<file path="src/rtl/text_cmd_unit_pkg.sv">
// text_cmd_unit_pkg
// Shared definitions for the text display command front end:
//   - host register addresses (REG_CMD .. REG_STATUS)
//   - command codes accepted in the CMD register
//   - bit positions inside the STATUS register
//   - command FSM state encoding
package text_cmd_unit_pkg;

    localparam logic [3:0] REG_CMD    = 4'd0;
    localparam logic [3:0] REG_ARG0   = 4'd1;  // character code
    localparam logic [3:0] REG_ARG1   = 4'd2;  // attribute byte
    localparam logic [3:0] REG_ARG2   = 4'd3;  // row
    localparam logic [3:0] REG_ARG3   = 4'd4;  // column, writing it launches the command
    localparam logic [3:0] REG_STATUS = 4'd5;  // read-only

    localparam logic [7:0] CMD_WRITE_CHAR = 8'd0;
    localparam logic [7:0] CMD_FILL       = 8'd1;
    localparam logic [7:0] CMD_FILL_ROW   = 8'd2;

    localparam int STAT_BUSY = 0;
    localparam int STAT_ERR  = 1;
    localparam int STAT_OVR  = 2;

    typedef enum logic [1:0] {
        ST_IDLE,
        ST_SETUP,
        ST_WRITE
    } state_t;

endpackage

</file>
<file path="src/rtl/text_cmd_unit.sv">
// text_cmd_unit
// Host-side command front end of the text display card. Holds the host
// register file, launches one command at a time when ARG3 is written, and
// turns the command into a stream of cell writes on the text RAM write port.
//
// Ports:
//   cpu_clock  sole clock, rising edge
//   reset      asynchronous, active-low
//   ce, rw     host bus strobe; rw=1 write, rw=0 read
//   addr       host register select
//   data_in    host write data
//   data_out   host read data, combinational from addr
//   mem_req    cell write request (held until mem_gnt)
//   mem_gnt    text RAM accepted the presented cell this cycle
//   mem_addr   cell index row*COLS+col
//   mem_wdata  {attr, char}
//   busy       command in progress (STATUS bit 0)
module text_cmd_unit
    import text_cmd_unit_pkg::*;
#(
    parameter int COLS   = 80,
    parameter int ROWS   = 30,
    parameter int MEM_AW = 12
) (
    input  logic              cpu_clock,
    input  logic              reset,
    input  logic              ce,
    input  logic              rw,
    input  logic [3:0]        addr,
    input  logic [7:0]        data_in,
    output logic [7:0]        data_out,
    output logic              mem_req,
    input  logic              mem_gnt,
    output logic [MEM_AW-1:0] mem_addr,
    output logic [15:0]       mem_wdata,
    output logic              busy
);

    localparam int                CNT_W  = MEM_AW + 1;
    localparam int                TOTAL  = COLS * ROWS;
    localparam logic [MEM_AW-1:0] COLS_A = MEM_AW'(COLS);

    // Host register file
    logic [7:0] reg_cmd, reg_arg0, reg_arg1, reg_arg2, reg_arg3;
    logic       stat_err, stat_ovr;

    // Working copy of the command being executed
    logic [7:0] w_cmd, w_char, w_attr, w_row, w_col;

    logic [MEM_AW-1:0] idx_q;
    logic [CNT_W-1:0]  cnt_q;
    state_t            state_q, state_d;

    logic host_wr, host_rd, go_wr, go_wr_q, trigger;

    logic              setup_err;
    logic [MEM_AW-1:0] setup_start;
    logic [CNT_W-1:0]  setup_cnt;
    logic [MEM_AW-1:0] row_base;
    logic              row_ok, col_ok;
    logic              last_cell;

    assign host_wr = ce && rw;
    assign host_rd = ce && !rw;
    assign go_wr   = host_wr && (addr == REG_ARG3);
    // Only the first cycle of a sustained ARG3 write launches a command.
    assign trigger = go_wr && !go_wr_q;

    assign busy      = (state_q != ST_IDLE);
    assign mem_req   = (state_q == ST_WRITE);
    assign mem_addr  = idx_q;
    assign mem_wdata = {w_attr, w_char};
    assign last_cell = (cnt_q == CNT_W'(1));

    // Range check and start index / cell count, used during SETUP
    always_comb begin
        row_ok      = ({24'd0, w_row} < ROWS);
        col_ok      = ({24'd0, w_col} < COLS);
        row_base    = MEM_AW'(w_row) * COLS_A;
        setup_err   = 1'b0;
        setup_start = '0;
        setup_cnt   = '0;
        case (w_cmd)
            CMD_WRITE_CHAR: begin
                setup_err   = !(row_ok && col_ok);
                setup_start = row_base + MEM_AW'(w_col);
                setup_cnt   = CNT_W'(1);
            end
            CMD_FILL: begin
                setup_start = '0;
                setup_cnt   = CNT_W'(TOTAL);
            end
            CMD_FILL_ROW: begin
                setup_err   = !row_ok;
                setup_start = row_base;
                setup_cnt   = CNT_W'(COLS);
            end
            default: setup_err = 1'b1;
        endcase
    end

    // Next-state logic
    always_comb begin
        state_d = state_q;
        case (state_q)
            ST_IDLE:  if (trigger) state_d = ST_SETUP;
            ST_SETUP: state_d = setup_err ? ST_IDLE : ST_WRITE;
            ST_WRITE: if (mem_gnt && last_cell) state_d = ST_IDLE;
            default:  state_d = ST_IDLE;
        endcase
    end

    always_ff @(posedge cpu_clock or negedge reset) begin
        if (!reset) state_q <= ST_IDLE;
        else        state_q <= state_d;
    end

    always_ff @(posedge cpu_clock or negedge reset) begin
        if (!reset) begin
            reg_cmd  <= '0;
            reg_arg0 <= '0;
            reg_arg1 <= '0;
            reg_arg2 <= '0;
            reg_arg3 <= '0;
            stat_err <= 1'b0;
            stat_ovr <= 1'b0;
            go_wr_q  <= 1'b0;
            w_cmd    <= '0;
            w_char   <= '0;
            w_attr   <= '0;
            w_row    <= '0;
            w_col    <= '0;
            idx_q    <= '0;
            cnt_q    <= '0;
        end else begin
            go_wr_q <= go_wr;

            if (host_wr) begin
                case (addr)
                    REG_CMD:  reg_cmd  <= data_in;
                    REG_ARG0: reg_arg0 <= data_in;
                    REG_ARG1: reg_arg1 <= data_in;
                    REG_ARG2: reg_arg2 <= data_in;
                    REG_ARG3: reg_arg3 <= data_in;
                    default: ;
                endcase
            end

            // Column comes from the bus directly since ARG3 updates on this same edge.
            if (trigger) begin
                if (state_q == ST_IDLE) begin
                    w_cmd    <= reg_cmd;
                    w_char   <= reg_arg0;
                    w_attr   <= reg_arg1;
                    w_row    <= reg_arg2;
                    w_col    <= data_in;
                    stat_err <= 1'b0;
                end else begin
                    stat_ovr <= 1'b1;
                end
            end

            if (host_rd && (addr == REG_STATUS)) begin
                stat_err <= 1'b0;
                stat_ovr <= 1'b0;
            end

            // A fresh error outranks a status read on the same edge.
            case (state_q)
                ST_SETUP: begin
                    if (setup_err) begin
                        stat_err <= 1'b1;
                    end else begin
                        idx_q <= setup_start;
                        cnt_q <= setup_cnt;
                    end
                end
                ST_WRITE: begin
                    if (mem_gnt && !last_cell) begin
                        idx_q <= idx_q + MEM_AW'(1);
                        cnt_q <= cnt_q - CNT_W'(1);
                    end
                end
                default: ;
            endcase
        end
    end

    // Host read mux
    always_comb begin
        data_out = 8'd0;
        case (addr)
            REG_CMD:    data_out = reg_cmd;
            REG_ARG0:   data_out = reg_arg0;
            REG_ARG1:   data_out = reg_arg1;
            REG_ARG2:   data_out = reg_arg2;
            REG_ARG3:   data_out = reg_arg3;
            REG_STATUS: begin
                data_out[STAT_BUSY] = busy;
                data_out[STAT_ERR]  = stat_err;
                data_out[STAT_OVR]  = stat_ovr;
            end
            default: data_out = 8'd0;
        endcase
    end

endmodule

</file>
<file path="config.mk">
export PLATFORM = sky130hd
export DESIGN_NAME = text_cmd_unit
export DESIGN_NICKNAME = d
export VERILOG_FILES = /design/src/rtl/text_cmd_unit_pkg.sv /design/src/rtl/text_cmd_unit.sv
export SDC_FILE = /design/constraint.sdc
export NUM_CORES = 1
export LEC_CHECK = 0
export ABC_AREA = 1
export CAP_MARGIN = 0
export CORE_MARGIN = 1.5
export CORE_UTILIZATION = 50
export CTS_BUF_LIST = sky130_fd_sc_hd__clkbuf_8
export CTS_CLUSTER_DIAMETER = 120
export DETAILED_ROUTE_END_ITERATION = 7
export PLACE_DENSITY = 0.82
export SLEW_MARGIN = 15
export SYNTH_ARGS = -nofsm -noshare
export SYNTH_HDL_FRONTEND = slang
export SYNTH_SLANG_ARGS = --single-unit
</file>
<file path="constraint.sdc">
create_clock -name cpu_clock -period 2.6 [get_ports cpu_clock]
set_input_delay 0.78 -clock cpu_clock [delete_from_list [all_inputs] [get_ports cpu_clock]]
set_output_delay 0.78 -clock cpu_clock [all_outputs]
set_load 0.03 [all_outputs]
</file>
-- After elaboration in Yosys (flattened, before gate mapping)
Index checks and enable logic that the tools add are counted.
- register bits: 110
- input port bits: 17
- output and inout bits: 38
- $add $sub $neg: 3
- $mul: 1
- $lt $le $gt $ge: 2
- equality and inequality tests: 15
- muxes and demuxes: 23
- reduce and logical (&&, ||, !) cells: 28
- operators by type and width (operator ; number):
    $pmux W12 S2 ; 2
    $pmux W12 S3 ; 1
    $mux W13 ; 2
    $pmux W13 S2 ; 1
    $pmux W5 S5 ; 1
    $mux W12 ; 2
    $pmux W3 S6 ; 1
    $reduce_and A2 Y1 ; 8
    $eq A13 B1 Y1 const B ; 1
    $sub A13 B1 Y13 const B ; 1
    $add A12 B1 Y12 const B ; 1
    $add A12 B8 Y12 ; 1
    $eq A4 B2 Y1 const B ; 2
    $eq A4 B3 Y1 const B ; 2
    $eq A8 B1 Y1 const B ; 1
    $eq A8 B2 Y1 const B ; 1
    $logic_and A1 B1 Y1 ; 8
    $logic_not A8 Y1 ; 1
    $lt A8 B5 Y1 const B ; 1
    $lt A8 B7 Y1 const B ; 1
    $mul A8 B3 Y8 const B ; 1
    $mux W1 ; 8
    $mux W2 ; 3
    $ne A2 B1 Y1 const B ; 3
    11 further kinds ; 18

-- Longest topological paths before layout
- word-level depth: 7
- gate-level depth with buffers: 15

-- Worst setup path after synthesis
Ideal clock, no wire load.
- kind: input -> output
- start: input addr[3]
- end: output data_out[0]
- data arrival time: 1.850 ns
- slack: -0.030 ns
- stages on the path: 4
- cells stage by stage: or2_1 inv_2 nand3_1 o2111ai_1
- cells in the longest elaborated chain, start to end: 2
- ends and longest elaborated chain (element ; line ; text):
    from (decl) ; text_cmd_unit.sv:29 ; input logic [3:0] addr,
    $eq A4 B3 Y1, or another cell as far along ; text_cmd_unit.sv:192 ; case (addr)
    $pmux W3 S6 (*) ; text_cmd_unit.sv:192 ;
    to (decl) ; text_cmd_unit.sv:31 ; output logic [7:0] data_out,
Every way passes the cells marked *; elsewhere a longest branch is shown, timed or not.

-- Final worst setup path
- start: input addr[2]
- end: output data_out[7]
- cells in the longest elaborated chain, start to end: 2
- ends and longest elaborated chain (element ; line):
    $eq A4 B3 Y1, or another cell as far along ; text_cmd_unit.sv:192
    $pmux W5 S5 (*) ; text_cmd_unit.sv:192
Marks and branches as above.

==> results_dict.tcl <==
set metrics [dict create \
    area_delta_synth_final_pct 21.55 \
    cts_sinks 110 \
    fp.dieW_microns 111.4 \
    grt_util_all_layers 0.2409 \
    dr.pass1.iters 4 \
    run_status "complete, no violations" \
    vias 5059 \
    arrival_ps 1800 \
    ys_top_cells_by_count "nand2_1, dfrtp_1, inv_1" \
    die_area_sq_um 12410 \
    h-tree-depth 3 \
    routed_wirelength_mm 14.15 \
    p_leak_nw 3.469 \
    cap_violations 0 \
    root_buffer "clkbuf_8" \
    syn_nets 780 \
    drive_above_1_share 0.1554 \
    slew_headroom 0.6389 \
    tightest_slew_ps 541.6 \
    cp_max_fo 7 \
    ir_worst_vdd_v 0.0005783 \
    fin_crit_sh 0.9935 \
    avgSynthCellArea_sq_um 7.920 \
    path_clk_slew_ps 110 \
    drcViolationCount 0 \
    multi_input_area_sq_um 2864 \
    end_kind "primary output" \
    gr-total-overflow 0 \
    routabilityCongestion 0.9462 \
    crit_type "in -> out" \
    synth_area_sq_um 5877 \
    slew_viol_final 0 \
    synth_top_cell_by_area "dfrtp_1" \
    pre_cts_slack_ps -485.0 \
    rrSetupSlack_ps 260 \
    grt_pass1_wl_mm 23.92 \
    synth-warning-count 0 \
    grt_max_degree 54 \
    num_rows 39 \
    regArea_sq_um 2753 \
    core_area_sq_um 11420 \
    synth-async-reset-ratio 1.000 \
    ys_seq_elements 110 \
    numPortBuffers 54 \
    finalSetupViolations 0 \
    fmax_mhz 387.1 \
    first_iter_violations 365 \
    antenna_found_initial 0 \
    clkLatencyLatePin_ps 390 \
    powerDensity_nw_per_um2 857.4 \
    synth_area_leaders "dfrtp_1, nand2_1, o21ai_0, inv_1, ha_1" \
    yosysSeqAreaShare 0.4684 \
    ant_nets 0 \
    rsz0062_at_grt "true" \
    ios 55 \
    n_fill_cell 989 \
    die_h_microns 111.4 \
    diodes 0 \
    synth.most_common_cell "nand2_1" \
    startpoint_type "input port" \
    synthesis.instances 742 \
    synth_edf_count 0 \
    floorplan.initialDensity 0.5147 \
    synth_ff_type "dfrtp_1" \
    synth_cell_types 36 \
    cp.required_ps 1820 \
    wl_per_cell_microns 14.74 \
    numCtsBuffers 9 \
    nets 850 \
    cts-hold-fix-buffers 0 \
    fin_skew_ps 15.65 \
    clockBufferDepth 2 \
    setup_tns_ps 0 \
    hpwl_mm 10.48 \
    worstHoldPathType "in -> async" \
    viasPerCell 5.270 \
    finalHoldViolCount 0 \
    grt_pass1_vias 4966 \
    setup_ws_ps 16.96 \
    synth_top_area_frac 0.4684 \
    period_needed_ps 2583 \
    cts_tree "yes" \
]
cell families (layout without fill, tap and decap cells):
family                     count (synthesis)  in the layout  share of synthesized area
DFF                                      110            110                     0.4684
muxes                                      7              7                    0.01533
buffers and inverters                    117            192                    0.08282
adders and majority gates                 21             21                    0.04726
and+or+nand+nor                          339            339                     0.2412
xor gates and xnor gates                  10             10                    0.01490
AOI/OAI and AO/OA                        138            138                     0.1301
routing by layer:
metal | track usage | up-vias | routed length (microns)
met5 | 0 | - | 0
met4 | 0.08945 | 0 | 460
met3 | 0.04355 | 33 | 802
met2 | 0.4025 | 160 | 6627
met1 | 0.3158 | 2344 | 6261
li1 | - | 2522 | -
cell usage in the layout, fill, tap and decap left out, drive strengths merged, types with 2 or more instances in the layout:
cell type	count
o22ai	8
mux2	7
o21ai	98
nand2	235
fa	2
nand4	4
or2	3
o221ai	5
nor3	4
ha	19
o21a	4
nand3	37
xnor2	4
buf	39
dfrtp	110
nor2	55
clkinv	4
xor2	6
clkbuf	9
inv	99
o2111ai	3
a21oi	17
clkdlybuf4s50	39
o211ai	2
metrics by stage:
step                      cells  hold slack, ps  instance area, sq um  total power [mW]  utilization
after floorplan             742           453.0                  5877             4.246            -
after global placement      943           465.1                  6669             4.882       0.5840
after detailed placement    943           472.5                  6669             4.925       0.5840
after CTS                   959           340.1                  6989             6.093       0.6121
after global routing        960           360.0                  7143             6.597       0.6256
final                       960           332.2                  7143             6.124       0.6256
critical path, stage by stage:
cell and delay, ps:
buf_6 90, or2_4 270, clkinv_8 90, nand3_4 130, o221ai_1 240, buf_4 200
repair_timing:
item | 4_1_cts | 5_1_grt
gates resized for setup | 42 | 32
endpoints found under the setup margin | 9 | 11
gates cloned | 0 | 0
buffers inserted | 0 | 1
pin swaps | 8 | 7
cell type report:
cell class                 count  area share
sequential                   110      0.3854
tap                          143     0.02505
clock buffer                   9     0.01734
inverter                      97     0.05342
clock inverter                 7     0.01419
multi-input combinational    515      0.4009
timing repair buffer          79      0.1037
where the power goes:
group	switching, mW	internal [mW]	leakage (nW)
clock network	0.673	0.481	0.115
registers	0.335	2.09	1.45
logic	1.64	0.899	1.90
final timing paths:
path / from / to / cells past startpoint
max: addr[2] / data_out[7] / 6
min: reset / mem_addr[5] / 1
max reg2reg: w_row[3] / mem_addr[11] / 14
min reg2reg: w_attr[7] / w_attr[7] / 2
max in group asynchronous: reset / stat_ovr / 2
min in group cpu_clock: w_attr[7] / w_attr[7] / 2
state kept, by name (all words and copies together) (netlist names):
name	cells
w_char	8
reg_arg0	8
w_row	8
stat_ovr	1
go_wr_q	1
reg_arg2	8
mem_addr	12
cnt_q	13
state_q	2
reg_cmd	8
w_col	8
w_cmd	8
stat_err	1
reg_arg1	8
w_attr	8
reg_arg3	8
Power figures use the tool's default switching activity.
